<file path="config.mk">
export PLATFORM = sky130hd
export DESIGN_NAME = zero_extender_pipe
export DESIGN_NICKNAME = d
export VERILOG_FILES = /design/src/rtl/zext_pkg.sv /design/src/rtl/zext_skid_buf.sv /design/src/rtl/zero_extender_pipe.sv
export SDC_FILE = /design/constraint.sdc
export NUM_CORES = 1
export LEC_CHECK = 0
export ABC_AREA = 1
export ABC_CLOCK_PERIOD_IN_PS = 1230
export BUFFER_PORTS_ARGS = -buffer_cell sky130_fd_sc_hd__buf_2
export CAP_MARGIN = 5
export CORE_UTILIZATION = 40
export DETAILED_ROUTE_END_ITERATION = 16
export GPL_TIMING_DRIVEN = 1
export PLACE_DENSITY_LB_ADDON = 0.25
export RECOVER_POWER = 100
export SKIP_LAST_GASP = 1
export SYNTH_ARGS = -nofsm -noshare
export SYNTH_HDL_FRONTEND = slang
export SYNTH_SLANG_ARGS = --single-unit
</file>
<file path="constraint.sdc">
create_clock -name clk -period 1.23 [get_ports clk]
set_input_delay 0 -clock clk [delete_from_list [all_inputs] [get_ports clk]]
set_output_delay 0 -clock clk [all_outputs]
set_load 0.02 [all_outputs]
</file>
<file path="src/rtl/zext_pkg.sv">
// Shared widths, extension mode and skid-buffer state types for the zero/sign extender.
package zext_pkg;

    localparam int ZEXT_IN_W_DEF  = 4;
    localparam int ZEXT_OUT_W_DEF = 8;
    localparam int ZEXT_MAX_W     = 64;

    typedef enum logic {
        EXT_ZERO = 1'b0,
        EXT_SIGN = 1'b1
    } ext_mode_e;

    typedef enum logic [1:0] {
        BUF_EMPTY = 2'd0,
        BUF_ONE   = 2'd1,
        BUF_TWO   = 2'd2
    } buf_state_e;

    // Extends the low in_w bits of data to the full ZEXT_MAX_W width; callers truncate.
    function automatic logic [ZEXT_MAX_W-1:0] ext_value(input logic [ZEXT_MAX_W-1:0] data,
                                                        input int in_w,
                                                        input ext_mode_e mode);
        logic [ZEXT_MAX_W-1:0] r;
        logic [5:0]            msb;
        logic                  fill;
        r    = data;
        msb  = 6'(in_w - 1);
        fill = (mode == EXT_SIGN) ? data[msb] : 1'b0;
        for (int i = 0; i < ZEXT_MAX_W; i++) begin
            if (i >= in_w) r[i] = fill;
        end
        return r;
    endfunction

endpackage

</file>
<file path="src/rtl/zext_skid_buf.sv">
// Generic 2-entry valid/ready skid buffer; in_ready is registered so it never
// depends combinationally on out_ready.
module zext_skid_buf
    import zext_pkg::*;
#(
    parameter int WIDTH = 9
) (
    input  logic             clk,
    input  logic             rst,
    input  logic             in_valid,
    output logic             in_ready,
    input  logic [WIDTH-1:0] in_data,
    output logic             out_valid,
    input  logic             out_ready,
    output logic [WIDTH-1:0] out_data
);

    buf_state_e       state;
    logic [WIDTH-1:0] main_q;
    logic [WIDTH-1:0] skid_q;
    logic             acc;

    assign acc      = in_valid && in_ready;
    assign out_data = main_q;

    always_ff @(posedge clk) begin
        if (rst) begin
            state     <= BUF_EMPTY;
            main_q    <= '0;
            skid_q    <= '0;
            in_ready  <= 1'b0;
            out_valid <= 1'b0;
        end else begin
            case (state)
                BUF_EMPTY: begin
                    in_ready <= 1'b1;
                    if (acc) begin
                        main_q    <= in_data;
                        out_valid <= 1'b1;
                        state     <= BUF_ONE;
                    end
                end
                BUF_ONE: begin
                    if (acc && !out_ready) begin
                        skid_q   <= in_data;
                        in_ready <= 1'b0;
                        state    <= BUF_TWO;
                    end else if (acc && out_ready) begin
                        // departing entry is replaced in the same cycle, no bubble
                        main_q <= in_data;
                    end else if (out_ready) begin
                        out_valid <= 1'b0;
                        state     <= BUF_EMPTY;
                    end
                end
                BUF_TWO: begin
                    if (out_ready) begin
                        main_q   <= skid_q;
                        in_ready <= 1'b1;
                        state    <= BUF_ONE;
                    end
                end
                default: begin
                    out_valid <= 1'b0;
                    in_ready  <= 1'b1;
                    state     <= BUF_EMPTY;
                end
            endcase
        end
    end

endmodule

</file>
<file path="src/rtl/zero_extender_pipe.sv">
// Registered width extender: extends the operand at the input, then carries
// {mode, extended value} through a 2-entry skid buffer.
module zero_extender_pipe
    import zext_pkg::*;
#(
    parameter int IN_W  = ZEXT_IN_W_DEF,
    parameter int OUT_W = ZEXT_OUT_W_DEF
) (
    input  logic             clk,
    input  logic             rst,
    input  logic             in_valid,
    output logic             in_ready,
    input  logic [IN_W-1:0]  in_data,
    input  logic             in_sext,
    output logic             out_valid,
    input  logic             out_ready,
    output logic [OUT_W-1:0] out_data,
    output logic             out_ext
);

    if (IN_W < 1 || OUT_W < IN_W || OUT_W > ZEXT_MAX_W) begin : g_bad_params
        $fatal(1, "zero_extender_pipe: need 1 <= IN_W <= OUT_W <= %0d", ZEXT_MAX_W);
    end

    logic [ZEXT_MAX_W-1:0] wide_in;
    logic [OUT_W-1:0]      ext;
    logic [OUT_W:0]        buf_out;

    assign wide_in = ZEXT_MAX_W'(in_data);
    assign ext     = OUT_W'(ext_value(wide_in, IN_W, ext_mode_e'(in_sext)));

    zext_skid_buf #(.WIDTH(OUT_W + 1)) u_buf (
        .clk       (clk),
        .rst       (rst),
        .in_valid  (in_valid),
        .in_ready  (in_ready),
        .in_data   ({in_sext, ext}),
        .out_valid (out_valid),
        .out_ready (out_ready),
        .out_data  (buf_out)
    );

    assign out_ext  = buf_out[OUT_W];
    assign out_data = buf_out[OUT_W-1:0];

endmodule

</file>
; Word level (Yosys, flattened, before mapping)
; Cells that the tools add are included.
[totals]
in_bits = 9
out_inout_bits = 11
wordCells = 48
regBits = 22
[op_classes]
mux = 20
n_bitwise = 1
n_reduce_logical = 11
eq_ne = 11
[op_table]
columns = op, n
row1 = 9-bit two-way mux, 4
row2 = 9-bit one-hot mux with 3 select lines, 1
row3 = 2-bit two-way mux, 5
row4 = 5-bit AND reduction, 2
row5 = 2-bit != test (second input constant), 4
row6 = 1-bit two-way mux, 7
row7 = 2-bit by 1-bit != test with 1-bit output (second input constant), 3
row8 = 3-bit by 2-bit != test with 1-bit output (second input constant), 2
row9 = 2-bit one-hot mux with 3 select lines, 1
row10 = 2-bit AND reduction, 2
row11 = 4-bit AND reduction, 1
row12 = 1-bit logical AND, 3
row13 = 1-bit one-hot mux with 3 select lines, 1
row14 = 3-bit nonzero test, 1
row15 = 2-bit by 1-bit == test with 1-bit output (second input constant), 1
row16 = 2-bit == test (second input constant), 1
row17 = 2-bit logical NOT, 1
row18 = 1-bit one-hot mux with 2 select lines, 1
row19 = 1-bit logical NOT, 1
row20 = 1-bit inverter, 1

; Logic depth before layout (Yosys ltp)
; Gate-level depths: netlist of the first run.
[depth]
ltp_word = 5
ltp_mapped = 8
ltp_nobuf = 7

; By module
; A second synthesis of the first run with hierarchy kept.
[unflattened]
hier_cells = 161
hier_area_um2 = 1049.8
[by_module_without_submodules]
columns = mod, cells_each, area_per_inst_um2, n_inst, seq_area_each_um2
row1 = zext_skid_buf, 159, 1042.2, 1, 440.4
row2 = zero_extender_pipe, 2, 7.5, 1, 0.0

; Worst setup path after synthesis of the first run
; Ideal clock, no wire load.
[synth_path]
kind = register to register
startpoint = register u_buf.in_ready
endpoint = register u_buf.main_q[7], in the netlist u_buf.out_data[7]
path_stages_with_launch = 7
synth_period_minus_slack_ns = 1.186
path_buffers = 1
setup_ns = 0.113
slack_ns = 0.044
t_arrival_ns = 1.073
required_ns = 1.117
path_cell_list = dfxtp_1 nand2_1 o21ai_2 o21ai_2 buf_6 nor2_1 nor2_1
[synth_via]
elab_chain_len = 4
elab_cells_between_ends = 7
cone_classes = eq/ne (3) / reduce/logical (4)
[synth_lines]
columns = item, line_no
row1 = "start, declared", zext_skid_buf.sv:11  ; output logic in_ready,
row2 = "start signal, assigned", zext_skid_buf.sv:31  ; in_ready <= 1'b0;
row3 = "start signal, assigned", zext_skid_buf.sv:36  ; in_ready <= 1'b1;
row4 = "start signal, assigned", zext_skid_buf.sv:46  ; in_ready <= 1'b0;
row5 = 1-bit logical AND *, zext_skid_buf.sv:23  ; assign acc = in_valid && in_ready;
row6 = 1-bit logical AND (on tied branches), "zext_skid_buf.sv:48, zext_skid_buf.sv:44"
row7 = 2-bit by 1-bit != test with 1-bit output (no source line) / 2-bit != test (equally long branches), n/a
row8 = 5-bit AND reduction (no source line) *, n/a
row9 = "end signal, assigned", zext_skid_buf.sv:38  ; main_q <= in_data;
row10 = "end signal, assigned", zext_skid_buf.sv:50  ; main_q <= in_data;
row11 = "end signal, assigned", zext_skid_buf.sv:58  ; main_q <= skid_q;
row12 = "end, declared", zext_skid_buf.sv:19  ; logic [WIDTH-1:0] main_q;
; Every way passes the cells marked *; elsewhere a longest branch is shown, timed or not.
; A chain may end at the register's enable or synchronous reset.

; Final worst setup path of the first run
[layout_path]
startpoint = register u_buf.state[1]
endpoint = register u_buf.skid_q[0]
[layout_via]
elab_chain_len = 2
[layout_lines]
columns = item, line_no
row1 = "start, declared", zext_skid_buf.sv:18  ; buf_state_e state;
row2 = "start signal, assigned", zext_skid_buf.sv:28  ; state <= BUF_EMPTY;
row3 = "start signal, assigned", zext_skid_buf.sv:40  ; state <= BUF_ONE;
row4 = "start signal, assigned", zext_skid_buf.sv:47  ; state <= BUF_TWO;
row5 = 2-bit by 1-bit == test with 1-bit output, zext_skid_buf.sv:34  ; case (state)
row6 = 2-bit AND reduction (no source line), n/a
row7 = "end signal, assigned", zext_skid_buf.sv:45  ; skid_q <= in_data;
row8 = "end, declared", zext_skid_buf.sv:20  ; logic [WIDTH-1:0] skid_q;
; No other way between the ends.

==> results_dict.tcl, run 1 <==
set metrics [dict create \
    core-area_mm2 0.00180 \
    min-delay-path-class "input pin to register" \
    antenna_cells_inserted 0 \
    post_route_cells_drive_above_1_share 0.194 \
    timing_worst_setup_path_type "register to register" \
    max-slew-margin-rel 0.737 \
    critPathBufInv 2 \
    net_count_reported_at_finish 154 \
    netlist.area_leader.share 0.399 \
    final-hold-violation-count 1 \
    cts_tree "built" \
    critPathSlowestCell "sky130_fd_sc_hd__dfxtp_2" \
    tritoncts.num_buffers 3 \
    worst_ir_drop_vdd_mv 0.722 \
    worst-slew-pin-transition_ns 0.394 \
    detail_route.wirelength_mm 1.60 \
    clock_tree.htree_level_count 1 \
    drt_first_pass_iters 4 \
    clock_transition_at_path_regs_ns 0.10 \
    yosys.cell_count.top_type "sky130_fd_sc_hd__nand2_1" \
    ys_top_cells_by_count "35 x sky130_fd_sc_hd__nand2_1, 19 x sky130_fd_sc_hd__nor2_1, 16 x sky130_fd_sc_hd__dfxtp_1" \
    initial_standard_cell_utilization_of_the_core 0.446 \
    p_leak_nw 0.486 \
    seq_area_frac_synth 0.399 \
    total_drc_errors_in_the_routed_layout 0 \
    portBuffers 19 \
    dieArea_mm2 0.00219 \
    num_rows 15 \
    maximum_buffer_depth_of_the_clock_tree 2 \
    die_w_um 46.8 \
    gpl.final_weighted_congestion 0.771 \
    grt_antenna_before_repair 0 \
    worstSkewPairLatency_ns 0.29 \
    drt.antenna.violating_nets 0 \
    slew_violations 0 \
    drv_cap 0 \
    grt_max_degree 13 \
    hold_ws_ns -0.00202 \
    report.final.setup_viol 0 \
    grt-ovfl-total 0 \
    violations "hold timing" \
    status "complete, but fails checks" \
    critical_path.cell_chain "inv_1 > nand3_1 > inv_2 > nand2_4 > o21ai_1 > a21oi_1" \
    synthesis.instances 121 \
    drt_iter0_markers 15 \
    grt_util_all_layers 0.171 \
    synthesis.area_per_instance_um2 6.64 \
    number_of_enable_type_register_cells_in_the_synthesized_netlist 0 \
    num-fill-cells 212 \
    post-layout-total-power_mw 1.13 \
    setup.worst_path.end_class "register" \
    post_synth_main_area_contributors "sky130_fd_sc_hd__dfxtp_1 40%, sky130_fd_sc_hd__nand2_1 16%, sky130_fd_sc_hd__nor2_1 8.9%" \
    dp_hpwl_mm 1.20 \
    route.vias.total 796 \
    final_cells 169 \
    synth-seq-cells 16 \
    critical_path_peak_fanout 9 \
    rsz0062_at_grt "false" \
    synthesis.area_um2 803 \
    yosysWarnings 0 \
    dieHeight_um 46.8 \
    dpl.cell_count 162 \
    synthFlopType "sky130_fd_sc_hd__dfxtp_1" \
    worst_ep_arrival_time_ns 1.30 \
    worst_path_dominant_cell_family "flip-flops" \
    syn-num-nets 130 \
    power-per-cell-area_mw_per_mm2 1180 \
    min_period_over_period 0.908 \
    number_of_vias_per_cell 4.71 \
    grt_pass1_vias 640 \
    timing.critical_path.required_ns 1.41 \
    flow.area_growth_from_synthesis_pct 19.6 \
    setup-tns-final_ns 0 \
    period_minus_slack_ns 1.12 \
    finalCoreUtilization 0.533 \
    maxClockFrequency_ghz 0.895 \
    final.setup.worst_slack_ns 0.113 \
    ys_types 15 \
    async_reset_ff_frac 0 \
    grt_pass1_wl_mm 2.69 \
    preCtsSetupSlack_ns 0.0687 \
    slowest_delay_ns 0.36 \
    wire_per_inst_um 9.44 \
    placed_area_um2 902 \
    clock-sinks 16 \
    post-cts-setup-buffers 0 \
    cts.root.buffer_cell "sky130_fd_sc_hd__clkbuf_4" \
    fin_skew_ns 0.00556 \
    worstSetupStartpointType "register" \
    synth_largest_area_cell "sky130_fd_sc_hd__dfxtp_1" \
    design.portCount 20 \
    final_cell_area_um2 961 \
]
-- cell type report --
| class | instances | area (µm²) | area share |
|---|---|---|---|
| well taps | 25 | 31.3 | 0.0326 |
| inverters | 17 | 63.8 | 0.0664 |
| repair buffers | 25 | 135 | 0.141 |
| clock buffers | 4 | 36.3 | 0.0378 |
| multi-input cells | 82 | 370 | 0.385 |
| flip-flops and latches | 16 | 324 | 0.337 |
-- layer usage --
metal / global-route usage / routed length [µm] / vias up
met1: 0.248 / 759 / 359
met5: 0 / 0 / -
met4: 0.0686 / 23 / 0
met2: 0.256 / 756 / 16
li1: - / - / 417
met3: 0.0231 / 55 / 4
-- final timing paths --
kind,from,end,slack (ns),cells after the start
setup reg to reg,u_buf.state[1]$_SDFFE_PP0P_,u_buf.skid_q[0]$_SDFFE_PP0P_,0.11,6
setup / recovery,u_buf.state[1]$_SDFFE_PP0P_,u_buf.skid_q[0]$_SDFFE_PP0P_,0.11,6
hold reg to reg,u_buf.skid_q[3]$_SDFFE_PP0P_,u_buf.skid_q[3]$_SDFFE_PP0P_,0.45,2
hold / removal,in_data[1],u_buf.skid_q[1]$_SDFFE_PP0P_,-0.002,3
-- report_power, final --
part | internal, mW | switching [mW]
combinational | 0.0763 | 0.141
sequential | 0.549 | 0.0203
clock | 0.180 | 0.166
total | 0.806 | 0.326
-- state kept, by name, indices dropped and copies added, names as in the netlist --
register,flops
u_buf.out_data,6
u_buf.in_ready,1
u_buf.out_valid,1
u_buf.skid_q,6
u_buf.state,2
-- tightest hold or removal path: cells and delay by family --
family,cells,cell delay (ns)
compound gates,2,0.15
buf+inv,1,0.10
-- layout by cell type (no fill, tap or decap), types with 2 or more instances in the layout --
| cell type | instances |
|---|---|
| sky130_fd_sc_hd__nor2_1 | 18 |
| sky130_fd_sc_hd__o21ai_0 | 7 |
| sky130_fd_sc_hd__nand3_1 | 5 |
| sky130_fd_sc_hd__nand2_1 | 34 |
| sky130_fd_sc_hd__a21oi_1 | 8 |
| sky130_fd_sc_hd__nand2_2 | 2 |
| sky130_fd_sc_hd__clkbuf_1 | 11 |
| sky130_fd_sc_hd__dfxtp_1 | 13 |
| sky130_fd_sc_hd__inv_2 | 2 |
| sky130_fd_sc_hd__o21ai_1 | 2 |
| sky130_fd_sc_hd__buf_2 | 8 |
| sky130_fd_sc_hd__clkbuf_4 | 3 |
| sky130_fd_sc_hd__dlygate4sd3_1 | 3 |
| sky130_fd_sc_hd__o21ai_2 | 4 |
| sky130_fd_sc_hd__dfxtp_2 | 3 |
| sky130_fd_sc_hd__inv_1 | 15 |
-- cell families after synthesis --
family          after synthesis  synth area share
buf+inv                      23             0.142
simple gates                 61             0.305
flops                        16             0.399
compound gates               21             0.154
-- what timing repair did --
action | 4_1_cts | 5_1_grt
endpoints found under the setup margin | 0 | 10
hold buffers | 3 | 0
gates resized for setup | 0 | 6
endpoints found under the hold margin | 6 | 0
Note: power is estimated with default switching activity, not from simulation.
==> inputs of run 2 (changes only) <==
--- a/config.mk
+++ b/config.mk
@@ -5,7 +5,6 @@
 export SDC_FILE = /design/constraint.sdc
 export NUM_CORES = 1
 export LEC_CHECK = 0
-export ABC_AREA = 1
 export ABC_CLOCK_PERIOD_IN_PS = 1230
 export BUFFER_PORTS_ARGS = -buffer_cell sky130_fd_sc_hd__buf_2
 export CAP_MARGIN = 5
==> results_dict.tcl, run 2 <==
set metrics [dict create \
    status "completed" \
    route.vias.total 655 \
    slew_violations 0 \
    dieArea_mm2 0.00207 \
    flow.area_growth_from_synthesis_pct 36.2 \
    drt_iter0_markers 11 \
    multi_input_area_um2 400 \
    net_count_reported_at_finish 121 \
    grt_util_all_layers 0.173 \
    grt_antenna_before_repair 0 \
    rsz0062_at_grt "true" \
    core-area_mm2 0.00175 \
    tritoncts.num_buffers 3 \
    post_synth_main_area_contributors "sky130_fd_sc_hd__dfxtp_1 42%, sky130_fd_sc_hd__mux2i_1 13%, sky130_fd_sc_hd__a211oi_1 5.0%" \
    m1WireLength_um 772 \
    power-per-cell-area_mw_per_mm2 1130 \
    timing.critical_path.required_ns 1.41 \
    ys_types 26 \
    setup.worst_path.end_class "register" \
    ys_top_cells_by_count "16 x sky130_fd_sc_hd__dfxtp_1, 10 x sky130_fd_sc_hd__mux2i_1, 10 x sky130_fd_sc_hd__nor2_1" \
    portBuffers 19 \
    dieHeight_um 45.5 \
    min_period_over_period 0.995 \
    yosys.cell_count.top_type "sky130_fd_sc_hd__dfxtp_1" \
    seq_area_frac_synth 0.423 \
    wl_met3_um 53 \
    finalCoreUtilization 0.591 \
    synthesis.instances 81 \
    synth_largest_area_cell "sky130_fd_sc_hd__dfxtp_1" \
    gpl.final_weighted_congestion 0.790 \
    number_of_enable_type_register_cells_in_the_synthesized_netlist 0 \
    met2WireLength_um 742 \
    total_drc_errors_in_the_routed_layout 0 \
    post-layout-total-power_mw 1.17 \
    worst_ep_arrival_time_ns 1.41 \
    antenna_cells_inserted 0 \
    syn-num-nets 90 \
    synthesis.area_per_instance_um2 9.35 \
    grt_pass1_vias 605 \
    grt_max_degree 17 \
    drv_cap 0 \
    final-hold-violation-count 0 \
    slowest_delay_ns 0.38 \
    top_layer "met3" \
    worst-slew-pin-transition_ns 0.364 \
    initial_standard_cell_utilization_of_the_core 0.434 \
    synthesis.area_um2 757 \
    grt-ovfl-total 0 \
    max-slew-margin-rel 0.758 \
    die_w_um 45.5 \
    period_minus_slack_ns 1.22 \
    synthFlopType "sky130_fd_sc_hd__dfxtp_1" \
    maxClockFrequency_ghz 0.817 \
    cts_tree "built" \
    clock-sinks 16 \
    synth-seq-cells 16 \
    final_cell_area_mm2 0.00103 \
    maximum_buffer_depth_of_the_clock_tree 2 \
    report.final.setup_viol 0 \
    drt.antenna.violating_nets 0 \
    num-fill-cells 179 \
    worst_path_dominant_cell_family "flip-flops" \
    clock_tree.htree_level_count 1 \
    async_reset_ff_frac 0 \
    commonest_non_fill_non_tap_cells_in_the_layout "13 x sky130_fd_sc_hd__dfxtp_1, 10 x sky130_fd_sc_hd__clkbuf_1, 9 x sky130_fd_sc_hd__mux2i_1, 9 x sky130_fd_sc_hd__nor2_1, 9 x sky130_fd_sc_hd__buf_2" \
    grt_pass1_wl_mm 2.56 \
    cts.root.buffer_cell "sky130_fd_sc_hd__clkbuf_4" \
    worstSetupStartpointType "register" \
    min-delay-path-class "input pin to register" \
    design.portCount 20 \
    critical_path.cell_chain "nor4b_4 > buf_6 > mux2i_1 > nor2_2" \
    placed_area_um2 917 \
    timing_worst_setup_path_type "register to register" \
    worstSkewPairLatency_ns 0.29 \
    drt_first_pass_iters 4 \
    wire_per_inst_um 11.5 \
    netlist.area_leader.share 0.423 \
    post_route_cells_drive_above_1_share 0.342 \
    min_delay_path_depth 2 \
    num_rows 15 \
    detail_route.wirelength_mm 1.57 \
    critPathBufInv 1 \
    critPathSlowestCell "sky130_fd_sc_hd__dfxtp_4" \
    layout_commonest_cell "sky130_fd_sc_hd__dfxtp_1" \
    fin_skew_ns 0.00348 \
    critical_path_peak_fanout 8 \
    clock_transition_at_path_regs_ns 0.10 \
    path_depth_of_the_worst_reg2reg_path 4 \
    layout.area.seq_um2 329 \
    p_leak_nw 0.432 \
    yosysWarnings 0 \
    worst_ir_drop_vdd_mv 0.694 \
    number_of_vias_per_cell 4.82 \
    crit_cells 4 \
    dp_hpwl_mm 1.09 \
]
-- run 2: what timing repair did --
action | CTS | global route
hold buffers | 5 | 0
hold endpoints to repair | 4 | 0
resized for setup | 3 | 7
pin swaps | 2 | 4
setup endpoints to repair | 11 | 12
setup buffers | 0 | 1
-- run 2: area by class of cell --
class                      instances  area share
inverter                           2     0.00728
clock buffer                       4      0.0352
timing repair buffer              35       0.220
multi-input combinational         54       0.388
tap                               25      0.0303
sequential                        16       0.319
-- run 2: final timing paths --
check                                             startpoint                           end  slack (ns)
worst max-delay path             u_buf.state[1]$_SDFFE_PP0P_  u_buf.skid_q[2]$_SDFFE_PP0P_       0.006
worst min-delay path                                     rst  u_buf.skid_q[2]$_SDFFE_PP0P_        0.08
worst max register to register   u_buf.state[1]$_SDFFE_PP0P_  u_buf.skid_q[2]$_SDFFE_PP0P_       0.006
worst min register to register  u_buf.skid_q[7]$_SDFFE_PP0P_  u_buf.skid_q[7]$_SDFFE_PP0P_        0.47
-- run 2: cell families (layout without fill, tap and decap cells) --
logic type,count (synthesis),count (layout),share of synthesized area
buffers and inverters,11,41,0.0760
AND/OR/NAND/NOR,31,31,0.251
multiplexers,10,10,0.132
AO/OA/AOI/OAI,13,13,0.117
flip-flops,16,16,0.423
-- run 2: power by group --
group | total [mW] | leakage [nW] | internal, mW | switching (mW)
Combinational | 0.246 | 0.279 | 0.108 | 0.139
Clock | 0.351 | 0.0210 | 0.180 | 0.170
Sequential | 0.573 | 0.133 | 0.548 | 0.0243
Total | 1.17 | 0.432 | 0.836 | 0.333
-- run 2: metrics by stage --
step | worst slack, ns | hold slack [ns] | std cells | setup TNS [ns]
6_report | 0.00568 | 0.0753 | 136 | 0
5_1_grt | -0.0809 | 0.0795 | 136 | -0.386
4_1_cts | 0.00751 | 0.0801 | 135 | 0
3_5_place_dp | -0.0723 | 0.268 | 126 | -0.270
3_3_place_gp | -0.0191 | 0.261 | 126 | -0.0517
2_1_floorplan | -0.164 | 0.152 | 81 | -0.905
-- run 2: per-layer routing --
| layer | vias up | global-route usage |
|---|---|---|
| li1 | 344 | - |
| met1 | 300 | 0.218 |
| met2 | 11 | 0.283 |
| met3 | 0 | 0.0595 |
| met4 | 0 | 0.0364 |
| met5 | - | 0 |
